## src/rtl/sc_stoch_to_bin.sv

```systemverilog
// sc_stoch_to_bin
//
// Converts a unipolar stochastic bitstream back to binary. The block counts
// the ones in a window of 2^WIDTH valid samples, then presents the count on
// value_out. A valid/ready handshake hands the result to the consumer.
//
// Ports
//   clk        rising-edge clock for all state
//   rst        synchronous, active-high reset
//   start      begin a new window (used in IDLE, or in DONE on the handshake edge)
//   bit_in     stochastic bitstream sample
//   bit_valid  bit_in carries a sample this cycle
//   busy       high while a window is accumulating
//   out_valid  value_out holds a completed result
//   out_ready  consumer accepts the result
//   value_out  ones count of the completed window, 0..2^WIDTH
//
// Build option
//   SC_S2B_CONTINUOUS_EN : free-running back-to-back windows. The block resets
//   into ACCUM, ignores start and out_ready, and pulses out_valid for one cycle
//   at each completion. DONE is never entered.
//
// state | meaning
// ------+-----------------------------------------------
// IDLE  | waiting for start, counters idle
// ACCUM | counting valid samples and ones
// DONE  | result held on value_out until out_ready

module sc_stoch_to_bin #(
    parameter int WIDTH = 8
) (
    input  logic             clk,
    input  logic             rst,
    input  logic             start,
    input  logic             bit_in,
    input  logic             bit_valid,
    output logic             busy,
    output logic             out_valid,
    input  logic             out_ready,
    output logic [WIDTH:0]   value_out
);

    typedef enum logic [1:0] {
        IDLE  = 2'd0,
        ACCUM = 2'd1,
        DONE  = 2'd2
    } state_t;

    localparam logic [WIDTH:0] WINDOW = {1'b1, {WIDTH{1'b0}}};
    localparam logic [WIDTH:0] ONE    = {{WIDTH{1'b0}}, 1'b1};

`ifdef SC_S2B_CONTINUOUS_EN
    localparam state_t RST_STATE = ACCUM;
`else
    localparam state_t RST_STATE = IDLE;
`endif

    state_t         state;
    state_t         state_nxt;
    logic [WIDTH:0] sample_cnt;
    logic [WIDTH:0] ones_cnt;
    logic [WIDTH:0] sample_cnt_inc;
    logic [WIDTH:0] bit_ext;
    logic           take;
    logic           last;

    assign bit_ext        = {{WIDTH{1'b0}}, bit_in};
    assign sample_cnt_inc = sample_cnt + ONE;
    assign take           = (state == ACCUM) && bit_valid;
    // The accepted sample is number 2^WIDTH when the incremented count reaches the window size.
    assign last           = take && (sample_cnt_inc == WINDOW);

`ifndef SC_S2B_CONTINUOUS_EN
    logic launch;
    assign launch = start && ((state == IDLE) || ((state == DONE) && out_ready));
`endif

    // State register
    always_ff @(posedge clk) begin
        if (rst) begin
            state <= RST_STATE;
        end else begin
            state <= state_nxt;
        end
    end

    // Next-state logic
    always_comb begin
        state_nxt = state;
`ifdef SC_S2B_CONTINUOUS_EN
        state_nxt = ACCUM;
`else
        case (state)
            IDLE: begin
                if (start) begin
                    state_nxt = ACCUM;
                end
            end
            ACCUM: begin
                if (last) begin
                    state_nxt = DONE;
                end
            end
            DONE: begin
                if (out_ready) begin
                    state_nxt = start ? ACCUM : IDLE;
                end
            end
            default: state_nxt = IDLE;
        endcase
`endif
    end

    // Output decode
    always_comb begin
        busy = 1'b0;
        if (state == ACCUM) begin
            busy = 1'b1;
        end
    end

    // Counters and result register
    always_ff @(posedge clk) begin
        if (rst) begin
            sample_cnt <= '0;
            ones_cnt   <= '0;
            out_valid  <= 1'b0;
            value_out  <= '0;
        end else begin
`ifdef SC_S2B_CONTINUOUS_EN
            // Single-cycle pulse; re-set below only on a completion edge.
            out_valid <= 1'b0;
`else
            if ((state == DONE) && out_ready) begin
                out_valid <= 1'b0;
            end
            if (launch) begin
                sample_cnt <= '0;
                ones_cnt   <= '0;
            end
`endif
            if (take) begin
                if (last) begin
                    // The completion bit belongs only to the finishing window.
                    value_out  <= ones_cnt + bit_ext;
                    out_valid  <= 1'b1;
                    sample_cnt <= '0;
                    ones_cnt   <= '0;
                end else begin
                    sample_cnt <= sample_cnt_inc;
                    ones_cnt   <= ones_cnt + bit_ext;
                end
            end
        end
    end

endmodule

```

## config.mk

```make
export PLATFORM = sky130hd
export DESIGN_NAME = sc_stoch_to_bin
export DESIGN_NICKNAME = d
export VERILOG_FILES = /design/src/rtl/sc_stoch_to_bin.sv
export SDC_FILE = /design/constraint.sdc
export NUM_CORES = 1
export LEC_CHECK = 0
export BUFFER_PORTS_ARGS = -buffer_cell sky130_fd_sc_hd__buf_2
export CELL_PAD_IN_SITES_DETAIL_PLACEMENT = 1
export CELL_PAD_IN_SITES_GLOBAL_PLACEMENT = 1
export CORE_ASPECT_RATIO = 2
export CORE_MARGIN = 2
export CORE_UTILIZATION = 47
export CTS_BUF_LIST = sky130_fd_sc_hd__clkbuf_8 sky130_fd_sc_hd__clkbuf_16
export DETAILED_ROUTE_END_ITERATION = 10
export PLACE_DENSITY_LB_ADDON = 0.1
export SKIP_CTS_REPAIR_TIMING = 1
export SLEW_MARGIN = 25
export SYNTH_ARGS = -nofsm -noshare
export SYNTH_HDL_FRONTEND = slang
export SYNTH_SLANG_ARGS = --single-unit
```

## constraint.sdc

```tcl
create_clock -name clk -period 6.23 [get_ports clk]
set_input_delay 0.623 -clock clk [delete_from_list [all_inputs] [get_ports clk]]
set_output_delay 0.623 -clock clk [all_outputs]
set_load 0.02 [all_outputs]
```

==> flow_metrics.tcl, run 1 <==
set metrics [dict create \
    relSlewSlack_pct 34.5 \
    internal-power_w 0.000316 \
    p_per_area_nw_per_um2 235 \
    max_cap_violations 0 \
    path_cells "and4_1 -> and4_1 -> mux2i_2 -> a21boi_0 -> a22o_1" \
    vias 1359 \
    crit_family "simple AND/OR/NAND/NOR gates" \
    cp-end-kind "flop" \
    final_util_pct 54.7 \
    grt_pass1_vias 1432 \
    final.setup.tns_ps 0 \
    syn_nets 188 \
    cts_tree "built" \
    hpwl_mm 3.09 \
    syn_to_final_growth_pct 10.7 \
    synth_edf_count 0 \
    synth_top_area_share_pct 38.5 \
    track_usage_pct 24.8 \
    syn_area_per_cell_um2 8.77 \
    grt_pass1_wl_mm 6.76 \
    drc 0 \
    placedCellCount 214 \
    synth_xor_area_share_pct 7.86 \
    drt_iter0_drc 11 \
    synth_warnings 0 \
    yosys-top-cells-count "30 x dfxtp_1, 18 x nor2_1, 16 x nand2_1" \
    power_frac_clock_pct 47.5 \
    fp-row-count 29 \
    fmax_ghz 0.394 \
    critPathLaunchType "flop" \
    antenna_found_initial 0 \
    clk_pin_slew_ps 70 \
    worstMarginPinSlew_ps 975 \
    power_frac_comb_pct 4.7 \
    synth_simple_gate_area_share_pct 22.9 \
    setup.worst_path.start "sample_cnt[1]$_SDFFE_PP0P_" \
    io_buffers 16 \
    power_frac_seq_pct 47.8 \
    avgRoutedWirePerCell_um 18.3 \
    clockBufferDepth 2 \
    synth_largest_area_cell "dfxtp_1" \
    p_leak_nw 0.666 \
    synth_adder_area_share_pct 3.21 \
    switchingPower_w 0.0000908 \
    synth_seq_cells 30 \
    start_util_pct 49.4 \
    firstDrtPassIters 4 \
    finalCriticalPeriod_ps 2540 \
    vias_per_cell 6.12 \
    grt_start_max_net_pins 19 \
    setup_viol 0 \
    die_w_um 44.7 \
    min_path_type "reg -> reg" \
    worst_ep_required_time_ps 6410 \
    finalNetCount 200 \
    run_status "completed" \
    yosysSeqAreaShare_pct 38.5 \
    finalNonFillerCells 222 \
    cp_slowest_cell "mux2i_2" \
    num-fill-cells 376 \
    pin_count 17 \
    worstSetupPathType "reg -> reg" \
    synth_cell_types 44 \
    ir_worst_vdd_uv 136 \
    r2r-start "sample_cnt[1]$_SDFFE_PP0P_" \
    crit_top_cell "and4_1" \
    fp.dieArea_um2 3820 \
    synth.most_common_cell "dfxtp_1" \
    die_height_um 85.5 \
    register_area_um2 601 \
    cts_made_buffers 5 \
    cp_num_buf_inv 0 \
    crit_arrival_ps 2710 \
    rsz0062_at_grt "false" \
    hold_viol_final 0 \
    synthTopCellsByArea "dfxtp_1 38%, xor2_1 4.5%, nor2_1 4.3%" \
    synth_top_family_by_area "simple AND/OR/NAND/NOR gates" \
    cp_slowest_stage_delay_ps 630 \
    insertion_delay_ps 290 \
    wl_mm 4.07 \
    postSynthCellCount 178 \
    clock_tree.root_cell "clkbuf_8" \
    power_switching_share_pct 22.3 \
    synth_compound_area_share_pct 21.2 \
    syn_area_um2 1560 \
    async_flop_share_pct 0 \
    drive_gt1_share_pct 16.8 \
    synthMuxAreaShare_pct 2.33 \
    finalWeightedCongestion 0.835 \
    maxSlewViolCount 0 \
    synthFlopType "dfxtp_1" \
    fin_skew_ps 8.40 \
    period_share_pct 40.7 \
    cts_num_sinks 30 \
    hp-start "out_valid$_SDFF_PP0_" \
    cp_max_fo 13 \
    overflow 0 \
    multiInputGateArea_um2 896 \
    core-area_um2 3160 \
    postRouteAntennaNets 0 \
    ctsHtreeMaxLevel 2 \
    num_antenna_cells 0 \
]
-- logic make-up (layout without fill, tap and decap cells) --
logic type | count (synthesis) | count (layout)
compound gates | 45 | 45
xor+xnor | 14 | 14
fa+ha+maj | 4 | 4
buf+inv | 12 | 25
flops | 30 | 30
mux | 3 | 3
simple gates | 70 | 70
-- layer usage --
layer	share of wire, %	track usage (%)	wire [µm]
met3	1.7	4.68	70
met1	37	26.1	1520
met4	4.7	16.3	190
met2	56	42.3	2290
met5	0	0	0
-- cell type report --
class,instances,area share [%]
Timing Repair Buffer,16,4.63
Clock inverter,3,2.32
Multi-Input combinational cell,136,51.8
Tap cell,31,2.24
Sequential cell,30,34.8
Inverter,1,0.217
Clock buffer,5,3.98
-- metrics by stage --
stage          instance area, µm²  setup slack (ps)  power [W]  hold slack (ps)
2_1_floorplan                1560              4150   0.000211              454
3_3_place_gp                 1620              3840   0.000217              443
3_5_place_dp                 1620              3740   0.000218              455
4_1_cts                      1730              3710   0.000412              463
5_1_grt                      1730              3540   0.000422              503
6_report                     1730              3690   0.000407              459
-- registers in the layout, indices dropped and copies added, names as in the netlist --
| register | cells |
|---|---|
| ones_cnt | 9 |
| sample_cnt | 9 |
| value_out | 9 |
| state | 2 |
| out_valid | 1 |
-- path summary, 6_finish.rpt --
check                                                end  cells past startpoint  slack [ps]
worst max-delay path            ones_cnt[1]$_SDFFE_PP0P_                      5        3690
worst max register to register  ones_cnt[1]$_SDFFE_PP0P_                      5        3690
worst min register to register      out_valid$_SDFF_PP0_                      2         460
worst min-delay path                out_valid$_SDFF_PP0_                      2         460
-- worst reg2reg max path, delay by kind of cell, from the launching register on --
kind | cells | cell delay, ps
AND/OR/NAND/NOR | 2 | 690
AO/OA/AOI/OAI | 2 | 690
multiplexers | 1 | 630
flip-flops | 1 | 430
-- layout by cell type (no fill, tap or decap), types with 3 or more instances in the layout --
master,Yosys,routed
a211oi_1,5,5
a21oi_1,9,9
a22o_1,5,5
a31oi_1,5,5
buf_2,3,16
clkbuf_8,0,5
dfxtp_1,30,30
ha_1,4,4
nand2_1,16,16
nand3_1,5,5
nand4_1,5,5
nor2_1,18,18
nor2b_1,4,4
nor3_1,6,6
o211ai_1,4,4
o21ai_0,4,4
o31ai_1,3,3
xnor2_1,6,6
xor2_1,8,8
-- power by group through the flow --
stage	Sequential (W)	Combinational [W]	Clock, W
2_1_floorplan	0.000198	0.0000127	0
3_3_place_gp	0.000199	0.0000189	0
3_5_place_dp	0.000199	0.0000190	0
4_1_cts	0.000194	0.0000194	0.000199
5_1_grt	0.000194	0.0000216	0.000206
6_report	0.000194	0.0000191	0.000193
No activity file was read; power rests on OpenSTA's default activity.
==> run 2, diff against run 1 <==
--- a/config.mk
+++ b/config.mk
@@ -5,12 +5,13 @@
 export SDC_FILE = /design/constraint.sdc
 export NUM_CORES = 1
 export LEC_CHECK = 0
+export ABC_AREA = 1
 export BUFFER_PORTS_ARGS = -buffer_cell sky130_fd_sc_hd__buf_2
 export CELL_PAD_IN_SITES_DETAIL_PLACEMENT = 1
 export CELL_PAD_IN_SITES_GLOBAL_PLACEMENT = 1
 export CORE_ASPECT_RATIO = 2
 export CORE_MARGIN = 2
-export CORE_UTILIZATION = 47
+export CORE_UTILIZATION = 40
 export CTS_BUF_LIST = sky130_fd_sc_hd__clkbuf_8 sky130_fd_sc_hd__clkbuf_16
 export DETAILED_ROUTE_END_ITERATION = 10
 export PLACE_DENSITY_LB_ADDON = 0.1
==> constraint.sdc (replaced) <==
create_clock -name clk -period 2.4 [get_ports clk]
set_input_delay 0.24 -clock clk [delete_from_list [all_inputs] [get_ports clk]]
set_output_delay 0.24 -clock clk [all_outputs]
set_load 0.02 [all_outputs]
==> run 2 against run 1 <==
  * Combinational power grew to 2.6 times the previous value
  * Sequential share of layout area shrank 0.64 points
  * Synthesized cell count grew 35%
  * Sequential power rose to 2.6 times the previous value
  * Sequential cell count unchanged
  * Utilization shrank 8.5 points
  * Clock-buffer cell count grew 1
  * Clock skew shrank 3.3 ps
  * First-iteration DRC count is 18% higher
  * Via count grew 11%
==> flow_metrics.tcl, run 2 <==
set metrics [dict create \
    start_util_pct 40.7 \
    worstRegToRegCells 10 \
    synth_edf_count 0 \
    cts_tree "built" \
    clockBufferDepth 2 \
    pre_cts_ws_ps 354 \
    final_cell_mix "76 x nand2_1, 32 x inv_1, 30 x dfxtp_1" \
    synth_cell_types 21 \
    fp.dieArea_um2 4420 \
    synth_warnings 0 \
    syn_to_final_growth_pct 13.7 \
    worst_ep_required_time_ps 2580 \
    max_cap_violations 0 \
    ctsHtreeMaxLevel 2 \
    synth.most_common_cell "nand2_1" \
    cts_num_sinks 30 \
    endpoint "value_out[0]$_SDFFE_PP0P_" \
    syn_area_um2 1550 \
    postSynthCellCount 241 \
    core-area_um2 3800 \
    grt_start_max_net_pins 22 \
    multiInputGateArea_um2 782 \
    firstDrtPassIters 3 \
    r2r-start "sample_cnt[1]$_SDFFE_PP0P_" \
    clk_pin_slew_ps 70 \
    cp-end-kind "flop" \
    worstMarginPinSlew_ps 441 \
    synthFlopType "dfxtp_1" \
    die_w_um 48 \
    postRouteAntennaNets 0 \
    setup.worst_path.start "sample_cnt[1]$_SDFFE_PP0P_" \
    clock_tree.root_cell "clkbuf_8" \
    final.setup.tns_ps 0 \
    reg2reg_slack_ps 380 \
    top_regs "ones_cnt: 9 flops, sample_cnt: 9 flops, value_out: 9 flops" \
    grt_pass1_vias 1506 \
    overflow 0 \
    setup_ws_ps 379 \
    setup_viol 0 \
    cts_made_buffers 5 \
    hold_viol_final 0 \
    synth_largest_area_cell "dfxtp_1" \
    pin_count 17 \
    worstSetupPathType "reg -> reg" \
    r2r-end "value_out[0]$_SDFFE_PP0P_" \
    finalNetCount 269 \
    run_status "completed" \
    fin_skew_ps 5.07 \
    yosysSeqAreaShare_pct 38.8 \
    num-fill-cells 544 \
    antenna_found_initial 0 \
    fp-row-count 32 \
    die_height_um 92.0 \
    ir_worst_vdd_uv 387 \
    io_buffers 16 \
    syn_nets 251 \
    avgRoutedWirePerCell_um 12.1 \
    finalCriticalPeriod_ps 2020 \
    p_per_area_nw_per_um2 552 \
    wl_mm 3.76 \
    drt_iter0_drc 13 \
    layout_commonest_cell "nand2_1" \
    track_usage_pct 20.1 \
    p_leak_nw 0.813 \
    vias 1506 \
    synth_seq_cells 30 \
    cp_max_fo 21 \
    period_share_pct 84.2 \
    synth_top_area_share_pct 38.8 \
    syn_area_per_cell_um2 6.43 \
    grt_pass1_wl_mm 6.51 \
    drc 0 \
    insertion_delay_ps 280 \
    fmax_ghz 0.495 \
    synthTopCellsByArea "dfxtp_1 39%, nand2_1 18%, nand3_1 8.1%" \
    min_path_type "in -> reg" \
    vias_per_cell 4.84 \
    rsz0062_at_grt "false" \
    num_antenna_cells 0 \
    relSlewSlack_pct 70.6 \
    drive_gt1_share_pct 11.2 \
    finalWeightedCongestion 0.685 \
    hpwl_mm 2.81 \
    yosys-top-cells-count "76 x nand2_1, 31 x inv_1, 30 x dfxtp_1" \
    crit_arrival_ps 2200 \
    maxSlewViolCount 0 \
    async_flop_share_pct 0 \
    register_area_um2 601 \
    critPathLaunchType "flop" \
]
[run 2: changes by cell type after synthesis, sizes merged, moves of 5 or more]
| cell | previous run | this run |
|---|---|---|
| a21oi | 9 | 21 |
| a31oi | 5 | 0 |
| nor3 | 6 | 1 |
| nor2 | 18 | 30 |
| a211oi | 5 | 0 |
| inv | 1 | 31 |
| xnor2 | 6 | 0 |
| nand2 | 16 | 77 |
| nand3 | 6 | 26 |
| a22o | 5 | 0 |
[run 2: power by group]
part	switching, W	total [W]	internal, W
sequential	0.00000261	0.000504	0.000501
clock	0.000192	0.000418	0.000227
combinational	0.0000363	0.0000500	0.0000137
total	0.000230	0.000972	0.000742
[run 2: area by class of cell]
type	instances	share of cell area, %
Clock inverter	2	0.498
Sequential cell	30	34.1
Tap cell	51	3.62
Inverter	34	7.25
Multi-Input combinational cell	170	44.4
Clock buffer	6	4.69
Timing Repair Buffer	18	5.40
[run 2: through the flow]
step	area, µm²	util (%)	hold WS [ps]	instances	total power [W]
2_1_floorplan	1550	-	427	241	0.000546
3_3_place_gp	1670	43.9	457	303	0.000567
3_5_place_dp	1670	43.9	459	303	0.000567
4_1_cts	1760	46.3	260	311	0.000987
5_1_grt	1760	46.3	285	311	0.00101
6_report	1760	46.3	261	311	0.000972
[run 2: logic make-up after synthesis]
| kind of cell | share of synthesized area [%] |
|---|---|
| DFF | 38.8 |
| adders and majority gates | 3.23 |
| xor gates and xnor gates | 2.83 |
| AOI/OAI and AO/OA | 8.56 |
| and+or+nand+nor | 35.9 |
| buffers and inverters | 10.7 |
[run 2: critical path: stages, from the launching register on]
cell     delay, ps
dfxtp_1        420
ha_1           240
nand2_2        100
nand2_1         90
nand2_1         50
nor2_1         120
nand2_1         80
nor2_1         160
nand3_2        370
nor2_1         210
nor2_1          60
[run 2: worst min-delay path by stage]
stage / start / end / slack (ps) / depth (start not counted)
CTS: out_ready / state[1]$_SDFFE_PP0P_ / 260 / 4
finish: out_ready / state[1]$_SDFFE_PP0P_ / 260 / 4
global route: out_ready / state[1]$_SDFFE_PP0P_ / 280 / 4
global placement: ones_cnt[7]$_SDFFE_PP0P_ / ones_cnt[7]$_SDFFE_PP0P_ / 460 / 2
detailed placement: out_valid$_SDFF_PP0_ / out_valid$_SDFF_PP0_ / 460 / 2
floorplan: start / state[0]$_SDFFE_PP0P_ / 430 / 2
[run 2: per-layer routing]
| metal | vias to the layer above | wire [µm] | track usage, % | part of all wire (%) |
|---|---|---|---|---|
| met5 | - | 0 | 0 | 0 |
| met2 | 14 | 2080 | 35.3 | 55 |
| met4 | 0 | 83 | 7.43 | 2.2 |
| met1 | 706 | 1530 | 22.1 | 41 |
| li1 | 778 | - | - | - |
| met3 | 8 | 73 | 3.74 | 1.9 |
